===== src/rtl/uart_pkg.sv =====
// Shared definitions for the UART TX path: FSM state encoding and line levels.
package uart_pkg;

  typedef enum logic [2:0] {
    IDLE   = 3'd0,
    START  = 3'd1,
    DATA   = 3'd2,
    PARITY = 3'd3,
    STOP   = 3'd4
  } tx_state_e;

  localparam logic START_BIT = 1'b0;
  localparam logic STOP_BIT  = 1'b1;
  localparam logic IDLE_LVL  = 1'b1;

endpackage


===== src/rtl/uart_tx_serializer.sv =====
// Shift register and bit counter for the TX data field; the FSM lives in uart_tx_ctrl.
module uart_tx_serializer #(
  parameter int unsigned WIDTH = 8
) (
  input  logic             i_clk,
  input  logic             i_rst_n,
  input  logic             i_load,
  input  logic             i_clr,
  input  logic             i_shift,
  input  logic [WIDTH-1:0] i_data,
  output logic             o_next_bit,
  output logic             o_done
);

  localparam int unsigned CW = $clog2(WIDTH);

  logic [WIDTH-1:0] r_shift;
  logic [WIDTH-1:0] w_shift_nxt;
  logic [CW-1:0]    r_cnt;

  always_comb begin
    w_shift_nxt = r_shift;
    if (i_load)
      w_shift_nxt = i_data;
    else if (i_shift)
      w_shift_nxt = {1'b0, r_shift[WIDTH-1:1]};
  end

  // Bit that will sit in position 0 next cycle; lets the owner register TX_OUT without extra latency.
  assign o_next_bit = w_shift_nxt[0];
  assign o_done     = (r_cnt == CW'(WIDTH - 1));

  always_ff @(posedge i_clk or negedge i_rst_n) begin
    if (!i_rst_n) begin
      r_shift <= '0;
      r_cnt   <= '0;
    end else begin
      r_shift <= w_shift_nxt;
      if (i_load || i_clr)
        r_cnt <= '0;
      else if (i_shift && !o_done)
        r_cnt <= r_cnt + CW'(1);
    end
  end

endmodule


===== src/rtl/uart_tx_ctrl.sv =====
// UART TX frame controller: start, LSB-first data, optional parity, stop; registered TX_OUT/Busy.
module uart_tx_ctrl
  import uart_pkg::*;
#(
  parameter int unsigned WIDTH = 8
) (
  input  logic             CLK,
  input  logic             RST,
  input  logic [WIDTH-1:0] P_DATA,
  input  logic             Data_Valid,
  input  logic             PAR_EN,
  input  logic             PAR_TYP,
  input  logic             par_bit,
  output logic             TX_OUT,
  output logic             Busy
);

  tx_state_e r_state;
  tx_state_e w_state_nxt;
  logic      r_par_en;
  logic      r_par_bit;
  logic      r_tx;
  logic      r_busy;
  logic      w_tx_nxt;
  logic      w_busy_nxt;
  logic      w_accept;
  logic      w_next_bit;
  logic      w_done;

  assign w_accept = Data_Valid && ((r_state == IDLE) || (r_state == STOP));

  uart_tx_serializer #(.WIDTH(WIDTH)) u_ser (
    .i_clk      (CLK),
    .i_rst_n    (RST),
    .i_load     (w_accept),
    .i_clr      (r_state == START),
    .i_shift    (r_state == DATA),
    .i_data     (P_DATA),
    .o_next_bit (w_next_bit),
    .o_done     (w_done)
  );

  always_ff @(posedge CLK or negedge RST) begin
    if (!RST) begin
      r_state   <= IDLE;
      r_tx      <= IDLE_LVL;
      r_busy    <= 1'b0;
      r_par_en  <= 1'b0;
      r_par_bit <= 1'b0;
    end else begin
      r_state <= w_state_nxt;
      r_tx    <= w_tx_nxt;
      r_busy  <= w_busy_nxt;
      if (w_accept) begin
        r_par_en  <= PAR_EN;
        r_par_bit <= par_bit;
      end
    end
  end

  always_comb begin
    w_state_nxt = r_state;
    case (r_state)
      IDLE:    if (w_accept) w_state_nxt = START;
      START:   w_state_nxt = DATA;
      DATA:    if (w_done) w_state_nxt = r_par_en ? PARITY : STOP;
      PARITY:  w_state_nxt = STOP;
      STOP:    w_state_nxt = w_accept ? START : IDLE;
      default: w_state_nxt = IDLE;
    endcase
  end

  // Outputs are decoded from the next state so the registered line lines up with the state it belongs to.
  always_comb begin
    w_tx_nxt   = IDLE_LVL;
    w_busy_nxt = (w_state_nxt != IDLE);
    case (w_state_nxt)
      START:   w_tx_nxt = START_BIT;
      DATA:    w_tx_nxt = w_next_bit;
      PARITY:  w_tx_nxt = (w_accept) ? par_bit : r_par_bit;
      STOP:    w_tx_nxt = STOP_BIT;
      default: w_tx_nxt = IDLE_LVL;
    endcase
  end

  assign TX_OUT = r_tx;
  assign Busy   = r_busy;

  // Upstream parity must agree with the requested parity type.
  a_par_consistent: assert property (@(posedge CLK) disable iff (!RST)
    (w_accept && PAR_EN) |-> (par_bit == ((^P_DATA) ^ PAR_TYP)));

endmodule


===== config.mk =====
export PLATFORM = sky130hd
export DESIGN_NAME = uart_tx_ctrl
export DESIGN_NICKNAME = d
export VERILOG_FILES = /design/src/rtl/uart_pkg.sv /design/src/rtl/uart_tx_serializer.sv /design/src/rtl/uart_tx_ctrl.sv
export SDC_FILE = /design/constraint.sdc
export NUM_CORES = 1
export LEC_CHECK = 0
export CORE_ASPECT_RATIO = 1.4
export CORE_MARGIN = 5
export CORE_UTILIZATION = 40
export CTS_CLUSTER_DIAMETER = 150
export DETAILED_ROUTE_END_ITERATION = 8
export SYNTH_ARGS = -nofsm -noshare
export SYNTH_HDL_FRONTEND = slang
export SYNTH_HIERARCHICAL = 1
export SYNTH_SLANG_ARGS = --single-unit

===== constraint.sdc =====
create_clock -name CLK -period 2.3 [get_ports CLK]
set_clock_uncertainty 0.15 [all_clocks]
set_input_delay 0.345 -clock CLK [delete_from_list [all_inputs] [get_ports CLK]]
set_output_delay 0.345 -clock CLK [all_outputs]
set_load 0.05 [all_outputs]

# == Word level (Yosys, flattened, before mapping) ==
# Cells that the tools add are included.
# totals
register_bits,18
input_bits,14
output_inout_bits,2
elab_cells,37
# classes
n_addsub,1
n_eq_ne,8
muxes,11
n_reduce_logical,9
# ops
operator,n
$mux 8,2
$mux 3,5
$pmux 3 s5,1
$eq 3x2->1 const B,4
$eq 3x1->1 const B,2
$eq 3x3->1 const B,2
$reduce_bool 2->1,2
$add 3x1->3 const B,1
$logic_not 3->1,1
$pmux 1 s3,1
$reduce_bool 3->1,1
$logic_and 1x1->1,2
$logic_or 1x1->1,2
$mux 1,2
$logic_not 1->1,1

# == Longest topological paths before layout ==
# Gate-level depths: netlist of the first run.
# logic_depth
depth_word,7
depth_mapped,9
ltp_nobuf,6

# == Modules after synthesis ==
# The synthesis of the first run kept the hierarchy.
# by_module_without_submodules
module,n_inst,cells_per_inst,area_each_um2,seq_area_each_um2
uart_tx_serializer,1,47,536.8,275.3
uart_tx_ctrl,1,28,335.3,176.4

# == Least setup slack after synthesis of the first run ==
# No wires, ideal clock.
# synth_path
path_type,register to register
startpoint,register r_state[1]
endpoint,"register r_tx, in the netlist TX_OUT"
setup_ps,97
arrival_ps,1588
required_time_ps,2053
setup_slack_ps,465
path_stages_with_launch,10
n_path_buf,3
synth_period_minus_slack_ps,1835
path_cell_list,dfrtp_1 -> nor2_1 -> and2_4 -> buf_6 -> buf_2 -> buf_6 -> nand2_1 -> o21ai_1 -> and3b_1 -> o41ai_2
# synth_via
elab_cells_between_ends,18
# synth_rtl
item,line_no,text
from (decl),uart_tx_ctrl.sv:18,tx_state_e r_state;
from (signal assigned),uart_tx_ctrl.sv:51,r_state <= w_state_nxt;
$eq 3x3->1 or $logic_not 3->1 (tied branches),uart_tx_ctrl.sv:30,assign w_accept = Data_Valid && ((r_state == IDLE) || (r_state == STOP));
$logic_or 1x1->1 *,uart_tx_ctrl.sv:30,
$logic_and 1x1->1 *,uart_tx_ctrl.sv:30,
via w_accept,uart_tx_ctrl.sv:26,logic w_accept;
$mux 8 *,uart_tx_serializer.sv:23,if (i_load)
via w_next_bit,uart_tx_ctrl.sv:27,logic w_next_bit;
$pmux 1 s3 *,uart_tx_ctrl.sv:77,case (w_state_nxt)
via w_tx_nxt,uart_tx_ctrl.sv:24,logic w_tx_nxt;
to (signal assigned),uart_tx_ctrl.sv:52,r_tx <= w_tx_nxt;
to (decl),uart_tx_ctrl.sv:22,logic r_tx;
# The timed path passes the listed nets; every way through them passes the cells marked *. The select of a mux whose other input is x is not followed.
# A chain may end at the register's enable or synchronous reset.

# == Worst setup path after layout of the first run ==
# layout_path
startpoint,"register r_tx, in the netlist TX_OUT"
endpoint,output TX_OUT
# layout_rtl
item,line_no,text
to (decl),uart_tx_ctrl.sv:14,"output logic TX_OUT,"
# No word-level cell between the ends.

==> reports/summary.txt, run 1 <==
status = finished clean
worst skew pair latency = 0.29 ns
Routed WL = 1.531 mm
crit path cell chain = clkdlybuf4s50_1
CP Buf/Inv Count = 1
largest net degree at the start of global routing = 25
total gr overflow = 0
die area = 0.003227 mm^2
Power Density = 1211 mW/mm^2
DRT antenna net count = 0
Crit. Startpoint = TX_OUT
CTS H-tree depth = 1
met2 WL = 738 um
Final Critical Period = 2.112 ns
IO buf count = 14
first drt pass iteration count = 4
Die W = 49.46 um
final setup violating endpoints = 0
mean post-synth cell area = 11.63 um^2
Final WS setup = 0.1879 ns
synthesized cell area = 872.1 um^2
number of synthesized flops with an enable pin = 0
layout cells sized above 1 = 13.19%
crit path kind = flop to primary output
dominant cells by area after synthesis = dfrtp_1 49%, mux2i_1 10%, o21ai_1 4.0%
count leader, synth = dfrtp_1
VDD IR-drop max = 0.5901 mV
Hold Vio Cnt, Final = 0
DP HPWL = 1.068 mm
Period Utilization, post-route = 91.83%
net count after synthesis = 91
Setup Slack @ Placement = 0.3246 ns
vias in the first global route = 564
Layout area overhead = 20.66%
Hold Path Class = input pin to async pin
CP delay by family, top = buffers and inverters
Post-Syn Instances = 75
Worst Setup End Kind = primary output
drc violations = 0
Hold Buf Count CTS = 0
drt wl/cell = 13.55 um
via count = 606
CP max stage cell = clkdlybuf4s50_1
CTS tree = done
nets = 108
critical path fanouts, max = 1
DR iter-0 viols = 6
Clock Tree Root = clkbuf_4
Crit path arrival time = 1.62 ns
Initial Util = 41.00%
maximum clock rate = 473.5 MHz
WHS = 0.2167 ns
worst slew pin tran = 0.4923 ns
Post-CTS Setup Bufs = 0
data required time at the worst endpoint = 1.80 ns
RSZ-0062 raised after global routing = false
yosys warns = 6
number of max-cap violations = 0
clock-pin transition on the worst setup and hold timing paths = 0.10 ns
final antenna diode count = 0
TNS Setup = 0 ns
Pleak = 0.4753 nW
total clock sinks = 18
ys flop type = dfrtp_1
Total GRT Usage = 10.22%
library cells used by synthesis = 28
highest routed layer = met4
Synth top area share = 48.78%
RD Place Congestion = 0.6908
core area = 0.002127 mm^2
Final Slew Violations = 0
post-synthesis register bit count = 18
initial antenna violation count = 0
sequential-to-total area share from yosys stat = 51.79%
Metal-1 WL = 661 um
worst r2r src = r_state[1]
Met3 Wirelength = 103 um
first-pass GRT wire length = 2.490 mm
area leader, netlist = dfrtp_1
row count = 20
Clock Tree Buf Depth = 2
crit start category = flop
Slew HR = 67.08%
io pins = 16
CTS Buf Count = 3
most instantiated cells after synthesis = 17 x dfrtp_1, 9 x mux2i_1, 8 x nand2_1
fraction of registers with async set/reset = 100.0%
Die Ht = 65.25 um
vias per cell = 5.363
Post-CTS Resized = 0
crit-path max cell delay = 0.79 ns
-- layer usage --
layer	global-route usage, %	vias up
li1	-	293
met3	3.628	4
met1	10.81	293
met2	16.77	16
met5	0	-
met4	6.885	0
-- worst paths after layout --
kind | end | slack [ns] | depth (start not counted)
setup / recovery | TX_OUT | 0.19 | 1
hold / removal | u_ser/r_shift[1] | 0.22 | 2
setup reg to reg | TX_OUT | 0.53 | 6
hold reg to reg | r_par_bit | 0.36 | 1
max in group asynchronous | TX_OUT | 1.53 | 2
min in group CLK | r_par_bit | 0.36 | 1
-- logic make-up after synthesis --
kind of cell | count (synthesis) | share of synthesized area, %
AO/OA/AOI/OAI | 12 | 8.465
XOR/XNOR | 1 | 1.004
adder cells (fa/ha/maj) | 2 | 2.869
buffers and inverters | 5 | 4.877
flip-flops | 18 | 51.79
multiplexers | 11 | 12.91
AND/OR/NAND/NOR | 26 | 18.08
-- flip-flops by register name, summed over array words and instances, names as in the netlist --
signal and count:
u_ser/r_cnt 3, TX_OUT 1, Busy 1, r_par_en 1, u_ser/r_shift 8, r_par_bit 1, r_state 3
-- per-stage QoR --
stage               power, mW  std cells  util [%]  instance area [um^2]
finish                  1.274        113     49.47                  1052
global route            1.360        113     49.47                  1052
CTS                     1.296        113     49.47                  1052
detailed placement      1.099        109     47.76                  1016
global placement        1.080        109     47.76                  1016
floorplan              0.9851         75         -                 872.1
-- where the power goes --
part / total [mW] / internal [mW] / switching [mW]
Combinational: 0.539 / 0.252 / 0.287
Clock: 0.194 / 0.0965 / 0.0977
Sequential: 0.540 / 0.460 / 0.0805
-- final cells by class --
cell class                 count  area [um^2]
clock buffer                   4        36.28
fill                         208         1075
inverter                       1        3.754
multi-input combinational     52        377.9
sequential                    18        451.7
tap                           22        27.53
timing repair buffer          16        155.1
-- cells in the final DEF, fill, tap and decap left out, drive strengths merged, types with 2 or more instances in the layout --
master and instances:
a21oi 2, buf 2, clkbuf 4, clkdlybuf4s50 14, dfrtp 17, ha 2
mux2 2, mux2i 9, nand2 8, nand2b 3, nor2 2, nor3 4
o21ai 8, or2b 2
(Power assumes the default switching activity.)
==> run 2, diff against run 1 <==
--- a/config.mk
+++ b/config.mk
@@ -5,6 +5,7 @@
 export SDC_FILE = /design/constraint.sdc
 export NUM_CORES = 1
 export LEC_CHECK = 0
+export ABC_AREA = 0
 export CORE_ASPECT_RATIO = 1.4
 export CORE_MARGIN = 5
 export CORE_UTILIZATION = 40
==> results of run 2 <==
No change in the layout: final DEF, timing and power equal those of run 1.
